### src/rtl/router_wrap_pkg.sv
// Shared router_wrap types and constants: skid-stage state encoding and default flit width.
`timescale 1ns/1ps
package router_wrap_pkg;

    localparam int unsigned ROUTER_FLIT_W = 32;

    typedef enum logic [1:0] {
        EMPTY = 2'b00,
        ONE   = 2'b01,
        TWO   = 2'b10
    } skid_state_t;

endpackage

### src/rtl/router_ovalid_skid_ch.sv
// One router output channel: 2-entry skid register with a registered-only ready/valid and a
// saturating stall counter.
`timescale 1ns/1ps
module router_ovalid_skid_ch
    import router_wrap_pkg::*;
#(
    parameter int unsigned DATA_W = ROUTER_FLIT_W,
    parameter int unsigned CNT_W  = 8
) (
    input  logic              clk,
    input  logic              reset,
    input  logic              flush,
    input  logic              in_valid,
    input  logic [DATA_W-1:0] in_data,
    output logic              in_ready,
    output logic              out_valid,
    output logic [DATA_W-1:0] out_data,
    input  logic              out_ready,
    output logic [CNT_W-1:0]  stall_cnt
);

    localparam logic [CNT_W-1:0] CntMax = '1;

    skid_state_t       state_q, state_d;
    logic [DATA_W-1:0] main_q, main_d;
    logic [DATA_W-1:0] skid_q, skid_d;
    logic [CNT_W-1:0]  cnt_q, cnt_d;
    logic              push, pop;

    assign push = in_valid & in_ready;
    assign pop  = out_valid & out_ready;

    always_ff @(posedge clk or negedge reset) begin
        if (!reset) begin
            state_q <= EMPTY;
        end else begin
            state_q <= state_d;
        end
    end

    always_comb begin
        state_d = state_q;
        if (flush) begin
            state_d = EMPTY;
        end else begin
            case (state_q)
                EMPTY: if (push) state_d = ONE;
                ONE: begin
                    if (push && !pop) begin
                        state_d = TWO;
                    end else if (!push && pop) begin
                        state_d = EMPTY;
                    end
                end
                TWO:     if (pop) state_d = ONE;
                default: state_d = EMPTY;
            endcase
        end
    end

    // Handshake outputs decode state only, so there is no combinational path from out_ready.
    always_comb begin
        out_valid = (state_q != EMPTY);
        in_ready  = (state_q != TWO);
    end

    always_comb begin
        main_d = main_q;
        skid_d = skid_q;
        if (!flush) begin
            case (state_q)
                EMPTY: if (push) main_d = in_data;
                ONE: begin
                    if (push && pop) begin
                        main_d = in_data;
                    end else if (push) begin
                        skid_d = in_data;
                    end
                end
                TWO:     if (pop) main_d = skid_q;
                default: ;
            endcase
        end
    end

    always_comb begin
        cnt_d = cnt_q;
        if (flush) begin
            cnt_d = '0;
        end else if (out_valid && !out_ready && (cnt_q != CntMax)) begin
            cnt_d = cnt_q + CNT_W'(1);
        end
    end

    always_ff @(posedge clk or negedge reset) begin
        if (!reset) begin
            main_q <= '0;
            skid_q <= '0;
            cnt_q  <= '0;
        end else begin
            main_q <= main_d;
            skid_q <= skid_d;
            cnt_q  <= cnt_d;
        end
    end

    assign out_data  = main_q;
    assign stall_cnt = cnt_q;

endmodule

### src/rtl/router_ovalid_skid_reg.sv
// NUM_CH independent router output channels, each registered through a 2-entry skid stage.
`timescale 1ns/1ps
module router_ovalid_skid_reg
    import router_wrap_pkg::*;
#(
    parameter int unsigned NUM_CH = 4,
    parameter int unsigned DATA_W = ROUTER_FLIT_W,
    parameter int unsigned CNT_W  = 8
) (
    input  logic                     clk,
    input  logic                     reset,
    input  logic                     flush,
    input  logic [NUM_CH-1:0]        in_valid,
    input  logic [NUM_CH*DATA_W-1:0] in_data,
    output logic [NUM_CH-1:0]        in_ready,
    output logic [NUM_CH-1:0]        out_valid,
    output logic [NUM_CH*DATA_W-1:0] out_data,
    input  logic [NUM_CH-1:0]        out_ready,
    output logic [NUM_CH*CNT_W-1:0]  stall_cnt
);

    for (genvar c = 0; c < NUM_CH; c++) begin : g_ch
        router_ovalid_skid_ch #(
            .DATA_W (DATA_W),
            .CNT_W  (CNT_W)
        ) u_ch (
            .clk       (clk),
            .reset     (reset),
            .flush     (flush),
            .in_valid  (in_valid[c]),
            .in_data   (in_data[c*DATA_W +: DATA_W]),
            .in_ready  (in_ready[c]),
            .out_valid (out_valid[c]),
            .out_data  (out_data[c*DATA_W +: DATA_W]),
            .out_ready (out_ready[c]),
            .stall_cnt (stall_cnt[c*CNT_W +: CNT_W])
        );
    end

endmodule

### config.mk
export PLATFORM = sky130hd
export DESIGN_NAME = router_ovalid_skid_reg
export DESIGN_NICKNAME = d
export VERILOG_FILES = /design/src/rtl/router_wrap_pkg.sv /design/src/rtl/router_ovalid_skid_ch.sv /design/src/rtl/router_ovalid_skid_reg.sv
export SDC_FILE = /design/constraint.sdc
export NUM_CORES = 1
export LEC_CHECK = 0
export CAP_MARGIN = 20
export CORE_ASPECT_RATIO = 1.1
export CORE_MARGIN = 2
export CORE_UTILIZATION = 29
export CTS_BUF_LIST = sky130_fd_sc_hd__clkbuf_8 sky130_fd_sc_hd__clkbuf_16
export DETAILED_ROUTE_END_ITERATION = 8
export SETUP_SLACK_MARGIN = 0.5
export SYNTH_ARGS = -nofsm -noshare
export SYNTH_HDL_FRONTEND = slang
export SYNTH_SLANG_ARGS = --single-unit
### constraint.sdc
create_clock -name clk -period 2.3 [get_ports clk]
set_input_delay 0.23 -clock clk [delete_from_list [all_inputs] [get_ports clk]]
set_output_delay 0.23 -clock clk [all_outputs]
set_load 0.02 [all_outputs]
After elaboration in Yosys (flattened, before gate mapping)
Cells that the tools add are included.
- bits in registers: 296
- word-level logic and storage cells: 181
- add/sub/neg operators: 4
- equality and inequality tests: 40
- muxes and demuxes: 48
- bitwise operators: 13
- reductions and logical operators: 60
- operators with widths (operator ; number):
    32-bit 2-to-1 mux ; 12
    32-bit case mux with 3 select lines ; 4
    8-bit 2-to-1 mux ; 8
    2-bit 2-to-1 mux ; 20
    8-bit by 1-bit adder with 8-bit output (second input constant) ; 4
    8-bit inequality test (second input constant) ; 4
    2-bit by 1-bit inequality test with 1-bit output (second input constant) ; 12
    3-bit by 2-bit inequality test with 1-bit output (second input constant) ; 8
    2-bit case mux with 3 select lines ; 4
    1-bit logical AND ; 20
    5-bit AND reduction ; 4
    4-bit by 2-bit inequality test with 1-bit output (second input constant) ; 4
    4-bit AND reduction ; 4
    2-bit nonzero test ; 8
    1-bit zero test ; 12
    3-bit AND reduction ; 4
    3-bit nonzero test ; 4
    1-bit AND ; 8
    2-bit by 1-bit == test with 1-bit output (second input constant) ; 4
    2-bit == test (second input constant) ; 4
    2-bit zero test ; 4
    2-bit inequality test (second input constant) ; 4
    1-bit NOT ; 5

Logic depth before layout (Yosys ltp)
Gate-level depths: netlist (run 1).
- depth in word-level cells: 8
- depth in mapped cells: 7

Modules after synthesis
A second synthesis (run 1) with hierarchy kept.
- cell total of the unflattened synthesis: 928
- area, all modules: 13327.8 µm²
- by module, submodules not included (module ; instances ; cells an instance ; area an instance (µm²)):
    router_ovalid_skid_ch ; 4 ; 232 ; 3331.9

Worst setup path after synthesis (run 1)
Ideal clock, no wire load.
- path type: reg2reg
- start: reg g_ch[0].u_ch.cnt_q[0]
- end: reg g_ch[0].u_ch.cnt_q[5]
- arrival: 1.777 ns
- data required time: 2.174 ns
- path slack: 0.397 ns
- cell stages (with the launch flop): 7
- path buffers: 1
- clock period less this slack: 1.903 ns
- path through: dfrtp_1 ha_1 nand3_1 o32ai_2 buf_4 nor4_1 a221o_1
- word-level cells in the longest chain between the ends: 3
- elaborated cells between the ends (all ways): 6
- those cells by class: add/sub (1); eq/ne (1); mux (2); reduce/logical (2)
- RTL lines (element ; line ; RTL):
    from (decl) ; router_ovalid_skid_ch.sv:27 ; logic [CNT_W-1:0] cnt_q, cnt_d;
    from (signal assigned) ; router_ovalid_skid_ch.sv:103 ; cnt_q <= cnt_d;
    8-bit by 1-bit adder with 8-bit output or 8-bit inequality test (tied branches) ; router_ovalid_skid_ch.sv:91, router_ovalid_skid_ch.sv:90 ;
    8-bit 2-to-1 mux or 1-bit logical AND (tied branches) ; router_ovalid_skid_ch.sv:90 ; end else if (out_valid && !out_ready && (cnt_q != CntMax)) begin
    8-bit 2-to-1 mux or 2-bit nonzero test (tied branches) ; -- ;
Parallel ways exist; a longest one is shown, timed or not. The select of a mux whose other input is x is not followed.
A chain may end at the register's enable or synchronous reset.

Final worst setup path (run 1)
- start: reg g_ch[3].u_ch.state_q[1]
- end: out in_ready[3]
- word-level cells in the longest chain between the ends: 1
- RTL lines (element ; line ; RTL):
    from (decl) ; router_ovalid_skid_ch.sv:24 ; skid_state_t state_q, state_d;
    from (signal assigned) ; router_ovalid_skid_ch.sv:37 ; state_q <= state_d;
    2-bit inequality test ; router_ovalid_skid_ch.sv:64 ; in_ready = (state_q != TWO);
    to (decl) ; router_ovalid_skid_reg.sv:15 ; output logic [NUM_CH-1:0] in_ready,
Every way passes these cells.

==> out/qor.yml, run 1 <==
status: "finished clean"
syn_area_um2: 13200
async_flop_share: 1.00
viasPerCell: 4.63
io_pins: 307
p_clk_frac: 0.340
switchingPower_uw: 4370
synth_nets: 1159
fin_tns_setup_ns: 0
portBuffers: 306
layout.cells.non_filler: 1967
vdd_drop_max_uv: 644
slowest_delay_ns: 0.43
grt_max_degree: 65
ys.warnings.count: 0
antenna_found_initial: 0
core_area_um2: 44700
cts.sinks: 296
path_class: "flip-flop to output port"
hold_path_class: "input pin to flip-flop"
final_common_cell: "mux2_2"
worstMarginPinSlew_ns: 0.608
fin_nets: 1507
grt_remaining_overflow: 0
die_y_um: 228
max_slew_margin: 0.594
clock_latency_ns: 0.54
final_cell_mix: "mux2_2, dfrtp_1, clkdlybuf4s50_1"
endpoint_kind: "output port"
avgSynthCellArea_um2: 13.0
combPwrFrac: 0.227
finalMaxSlewViolations: 0
cp_max_fo: 10
drive_gt1_frac: 0.350
cp-start-kind: "flip-flop"
routed-via-count: 9115
fillers: 4214
grt_pass1_vias: 9232
drt.antenna.violating_nets: 0
yosysUniqueCellTypes: 48
diodes: 0
synth_edf_count: 0
p_seq_frac: 0.433
start_util: 0.295
dp_hpwl_um: 21900
fmax_ghz: 0.557
cp_slowest_cell: "dfrtp_2"
finalCriticalPeriod_ns: 1.79
max_cap_violations: 0
cts_inserted_buffers: 36
internal-power_uw: 11600
dp_cells: 1867
grt_setup_unrepaired: "yes"
first_pass_iters: 4
p_leak_uw: 0.00820
h-tree-depth: 2
yosysTopAreaCellShare: 0.562
period_share: 0.780
cts_tree: "yes"
grt_pass1_wl_um: 52500
critPathArrivalTime_ns: 1.56
place_congestion: 0.718
synth_area_leaders: "dfrtp_1, mux2_2, nand2_1"
ys_seq_area_frac: 0.562
clk_path_buf_depth: 3
track_usage: 0.140
synth.largest_area_cell: "dfrtp_1"
postSynthCellCount: 1016
drtIter0Drc: 302
routed_wl_um: 34000
final_area_um2: 18800
layout_setup_ws_ns: 0.506
power_density_nw_per_um2: 850
crit_required_ns: 2.07
drc: 0
place_ws_ns: 0.185
finalHoldViolCount: 0
num_rows: 81
clockRootBuffer: "clkbuf_16"
setup_viol: 0
finClkSkew_ns: 0.0149
dpl-instance-area_um2: 17000
p_sw_frac: 0.274
critical_path.cell_chain: "nor2b_4 > buf_12 > inv_1 > clkdlybuf4s15_1"
synth_seq_cells: 296
dieWidth_um: 207
ys.flop_type: "dfrtp_1"
r2r_slack_ns: 0.54
post-route-util: 0.420
die-area_um2: 47200
wl_per_cell_um: 17.3
areaGrowthSynthToFinish_pct: 42.3
clkSlewWorstSetupHoldPaths_ns: 0.06
final timing paths:
| path | from | end | cells past startpoint |
|---|---|---|---|
| max | g_ch[3].u_ch.state_q[1] | in_ready[3] | 4 |
| min | flush | g_ch[2].u_ch.stall_cnt[0] | 2 |
| max reg2reg | g_ch[3].u_ch.state_q[1] | g_ch[3].u_ch.out_data[23] | 7 |
| max in group asynchronous | reset | g_ch[1].u_ch.out_data[20] | 3 |
| min in group asynchronous | reset | g_ch[2].u_ch.skid_q[23] | 2 |
| min reg2reg | g_ch[1].u_ch.out_data[2] | g_ch[1].u_ch.out_data[2] | 1 |
metrics by stage:
| stage | hold WS, ns | power [uW] |
|---|---|---|
| 5_1_grt | 0.176 | 16800 |
| 3_5_place_dp | 0.235 | 10600 |
| 3_3_place_gp | 0.234 | 10500 |
| 4_1_cts | 0.138 | 16200 |
| 6_report | 0.158 | 16000 |
| 2_1_floorplan | -0.0656 | 8830 |
layer usage:
layer	part of all wire	GRT usage	up-vias	routed length, um
met2	0.47	0.222	222	15900
li1	-	-	4298	-
met5	0	0	-	0
met4	0.022	0.0486	0	733
met1	0.44	0.182	4557	15100
met3	0.066	0.0444	38	2240
flip-flops by register name, indices dropped and copies added, names as in the netlist:
name / cells
g_ch.u_ch.skid_q: 128
g_ch.u_ch.out_data: 128
g_ch.u_ch.state_q: 8
g_ch.u_ch.stall_cnt: 32
Yosys cell counts (2+ instances only):
| cell type | count |
|---|---|
| buf_1 | 6 |
| nand2_1 | 79 |
| nand2b_1 | 6 |
| inv_1 | 8 |
| nand4_1 | 3 |
| mux2_1 | 6 |
| nor4_1 | 7 |
| or3_1 | 4 |
| nor4b_1 | 2 |
| mux2_2 | 315 |
| o21ba_2 | 4 |
| dfrtp_1 | 296 |
| o21bai_1 | 4 |
| clkbuf_1 | 13 |
| o211ai_1 | 2 |
| o21ai_0 | 5 |
| mux2i_1 | 8 |
| nor3_1 | 16 |
| o31ai_1 | 2 |
| nor2b_1 | 16 |
| xor2_1 | 5 |
| nand3_1 | 13 |
| ha_1 | 4 |
| buf_2 | 31 |
| buf_4 | 15 |
| or2_2 | 6 |
| a31oi_1 | 33 |
| a21oi_1 | 9 |
| a221o_1 | 4 |
| a21oi_2 | 2 |
| a211oi_1 | 8 |
| nor2_1 | 66 |
| xnor2_1 | 3 |
critical path, delay by kind of cell, from the launching register on:
kind,cells,cell delay (ns)
buffers and inverters,3,0.47
DFF,1,0.43
and+or+nand+nor,1,0.15
kinds of logic (layout without fill, tap and decap cells):
logic type / count (synthesis) / in the layout / share of synthesized area
muxes: 329 / 329 / 0.280
DFF: 296 / 296 / 0.562
xor gates and xnor gates: 8 / 8 / 0.00531
and+or+nand+nor: 224 / 224 / 0.0770
adders and majority gates: 4 / 4 / 0.00380
AOI/OAI and AO/OA: 81 / 81 / 0.0437
buffers and inverters: 74 / 444 / 0.0283
power by group through the flow:
stage	combinational [uW]	clock (uW)	sequential [uW]
2_1_floorplan	1380	0	7450
3_3_place_gp	3560	0	6950
3_5_place_dp	3610	0	7020
4_1_cts	3630	5660	6920
5_1_grt	3890	5860	7060
6_report	3620	5420	6910
what timing repair did:
item	CTS	global route
setup endpoints to repair	112	117
hold endpoints to repair	55	0
setup buffers	18	13
resized for setup	89	54
pin swaps	1	2
cloned	4	4
hold buffers	1	0
cell type report:
class                           instances  area, um^2  share of cell area
Tap cell                              581         727              0.0387
Timing Repair Buffer                  375        3910               0.208
Clock buffer                           42         995              0.0530
Sequential cell                       296        7420               0.395
Multi-Input combinational cell        646        5550               0.296
Inverter                                9        36.3             0.00193
Clock inverter                         18         128             0.00680
No activity file was read; power rests on OpenSTA's default activity.
==> run 2: changes to the inputs <==
==> constraint.sdc (replaced) <==
create_clock -name clk -period 1.58 [get_ports clk]
set_input_delay 0.158 -clock clk [delete_from_list [all_inputs] [get_ports clk]]
set_output_delay 0.158 -clock clk [all_outputs]
set_load 0.02 [all_outputs]
==> run 2 against run 1 <==
Compared with the run above:
- the run now ends with negative setup slack left
- register-to-register slack worse by 0.72 ns
- clock skew is 0.0055 ns higher
- power grew 58%
- first-iteration DRC count rose by 18%
- combinational power is 94% higher
- final area up 21%
- via count grew 11%
- global-route usage rose by 1.8 points
- highest routed layer is now met5
==> out/qor.yml, run 2 (synthesized netlist as in run 1, its figures left out) <==
status: "finished with violations"
violations: "negative setup slack"
clockRootBuffer: "clkbuf_16"
p_leak_uw: 0.0101  # +24%
routed_wl_um: 39600  # +17%
fin_tns_setup_ns: -19.48  # -19.48 ns
drc: 0  # unchanged
r2r_slack_ns: -0.18  # -0.72 ns
cts.sinks: 296  # unchanged
antenna_found_initial: 1  # +1
grt_pass1_vias: 10400  # +13%
critPathMostFrequentCell: "buf_6"
start_util: 0.295  # unchanged
critical_path.cell_chain: "buf_6 > nor2b_4 > o21ai_4 > a21oi_4 > buf_6 > buf_6 > clkbuf_16 > mux2_4"
seq_area_um2: 7450  # +0.44%
finalCriticalPeriod_ns: 1.76
core_area_um2: 44700  # unchanged
max_slew_margin: 0.771  # +0.177
viasPerCell: 4.66  # +0.47%
drtIter0Drc: 357  # +18%
finalMaxSlewViolations: 0  # unchanged
diodes: 0  # unchanged
critical-path-top-delay-family: "buffers and inverters"
final_area_um2: 22700  # +21%
cts_tree: "yes"
drt.antenna.violating_nets: 0  # unchanged
cp_max_fo: 5  # -5
slowest_delay_ns: 0.40  # -0.03 ns
routed-via-count: 10100  # +11%
finClkSkew_ns: 0.0204  # +0.00548 ns
num_rows: 81  # unchanged
areaGrowthSynthToFinish_pct: 72.2
final_common_cell: "dfrtp_1"
clk_path_buf_depth: 3  # unchanged
fillers: 3808  # -9.6%
final_cell_mix: "dfrtp_1, buf_6, mux2_2"
die-area_um2: 47200  # unchanged
fmax_ghz: 0.567
grt_remaining_overflow: 0  # unchanged
setup_viol: 212  # +212
endpoint_kind: "flip-flop"
dp_hpwl_um: 23800  # +8.4%
holdWs_ns: 0.127  # -0.0307 ns
grt_setup_unrepaired: "yes"
cp_slowest_cell: "dfrtp_1"
critPathArrivalTime_ns: 2.16  # +0.60 ns
dieWidth_um: 207  # unchanged
drive_gt1_frac: 0.608  # +0.258
max_cap_violations: 0  # unchanged
layout_setup_ws_ns: -0.183  # -0.689 ns
h-tree-depth: 2  # unchanged
grt_pass1_wl_um: 59200  # +13%
power_density_nw_per_um2: 1110  # +31%
first_pass_iters: 4  # unchanged
multi_input_comb_area_um2: 6840  # +23%
clock_latency_ns: 0.52  # -0.02 ns
wl_per_cell_um: 18.3  # +5.7%
hold_path_class: "input pin to async pin"
clkSlewWorstSetupHoldPaths_ns: 0.06  # about the same
finalHoldViolCount: 0  # unchanged
path_class: "flip-flop to flip-flop"
cp-start-kind: "flip-flop"
cts_inserted_buffers: 37  # +2.8%
track_usage: 0.158  # +0.0177
die_y_um: 228  # unchanged
path_buf_inv: 4  # +1
dpl-instance-area_um2: 18300  # +7.5%
period_share: 1.12
worstMarginPinSlew_ns: 0.343  # -0.265 ns
io_pins: 307  # unchanged
grt_max_degree: 55  # -15%
vdd_drop_max_uv: 740  # +15%
crit_required_ns: 1.98  # -0.09 ns
portBuffers: 306  # unchanged
fin_nets: 1707  # +13%
place_congestion: 0.740  # +3.1%
[run 2: cell count changes in the layout (fill, tap and decap cells not counted), sizes merged, moves of 3 or more]
cell | previous run | this run
clkbuf | 46 | 50
clkdlybuf4s50 | 224 | 136
dlymetal6s2s | 24 | 0
dlygate4sd2 | 48 | 0
inv | 18 | 21
buf | 72 | 430
[run 2: worst paths after layout]
check                                   startpoint  depth (start not counted)                        end
setup / recovery           g_ch[3].u_ch.state_q[1]                          8  g_ch[3].u_ch.out_data[24]
hold / removal                               reset                          2  g_ch[2].u_ch.out_data[26]
setup reg to reg           g_ch[3].u_ch.state_q[1]                          8  g_ch[3].u_ch.out_data[24]
hold reg to reg            g_ch[3].u_ch.skid_q[12]                          1    g_ch[3].u_ch.skid_q[12]
max in group asynchronous                    reset                          3    g_ch[0].u_ch.skid_q[14]
min in group clk                             flush                          4    g_ch[2].u_ch.state_q[1]
[run 2: per-layer routing]
layer	wire length [um]	track usage	part of all wire
met1	17100	0.199	0.43
met5	13	0	0.00033
met2	19800	0.269	0.50
met4	731	0.0426	0.018
met3	1940	0.0404	0.049
[run 2: timing repair]
action,in CTS,in global routing
resized for setup,1162,158
gates cloned,18,7
pin swaps,28,34
endpoints found under the hold margin,222,0
setup endpoints to repair,464,464
buffers inserted,100,46
hold buffers,2,0
[run 2: metrics by stage]
step / total power, uW / setup slack [ns] / cells / util
3_3_place_gp: 15700 / -0.259 / 1933 / 0.410
6_report: 25200 / -0.183 / 2171 / 0.508
3_5_place_dp: 15900 / -0.288 / 1933 / 0.410
5_1_grt: 26400 / -0.230 / 2171 / 0.508
4_1_cts: 25000 / -0.154 / 2118 / 0.483
2_1_floorplan: 13200 / -0.0481 / 1016 / -
[run 2: area by class of cell]
| class | instances | area share |
|---|---|---|
| sequential | 296 | 0.328 |
| tap | 581 | 0.0320 |
| multi-input combinational | 646 | 0.301 |
| inverter | 9 | 0.00193 |
| timing repair buffer | 574 | 0.287 |
| clock inverter | 21 | 0.00518 |
| clock buffer | 44 | 0.0450 |
[run 2: where the power goes]
group / internal (uW) / switching (uW) / total (uW)
Combinational: 4330 / 2700 / 7030
Sequential: 9240 / 1050 / 10300
Clock: 4730 / 3190 / 7920
Total: 18300 / 6930 / 25200
[run 2: worst register-to-register path, stage by stage (launching register included)]
cell and delay [ns]:
dfrtp_1 0.40, buf_6 0.13, nor2b_4 0.18, o21ai_4 0.09
a21oi_4 0.19, buf_6 0.12, buf_6 0.11, clkbuf_16 0.15
mux2_4 0.30
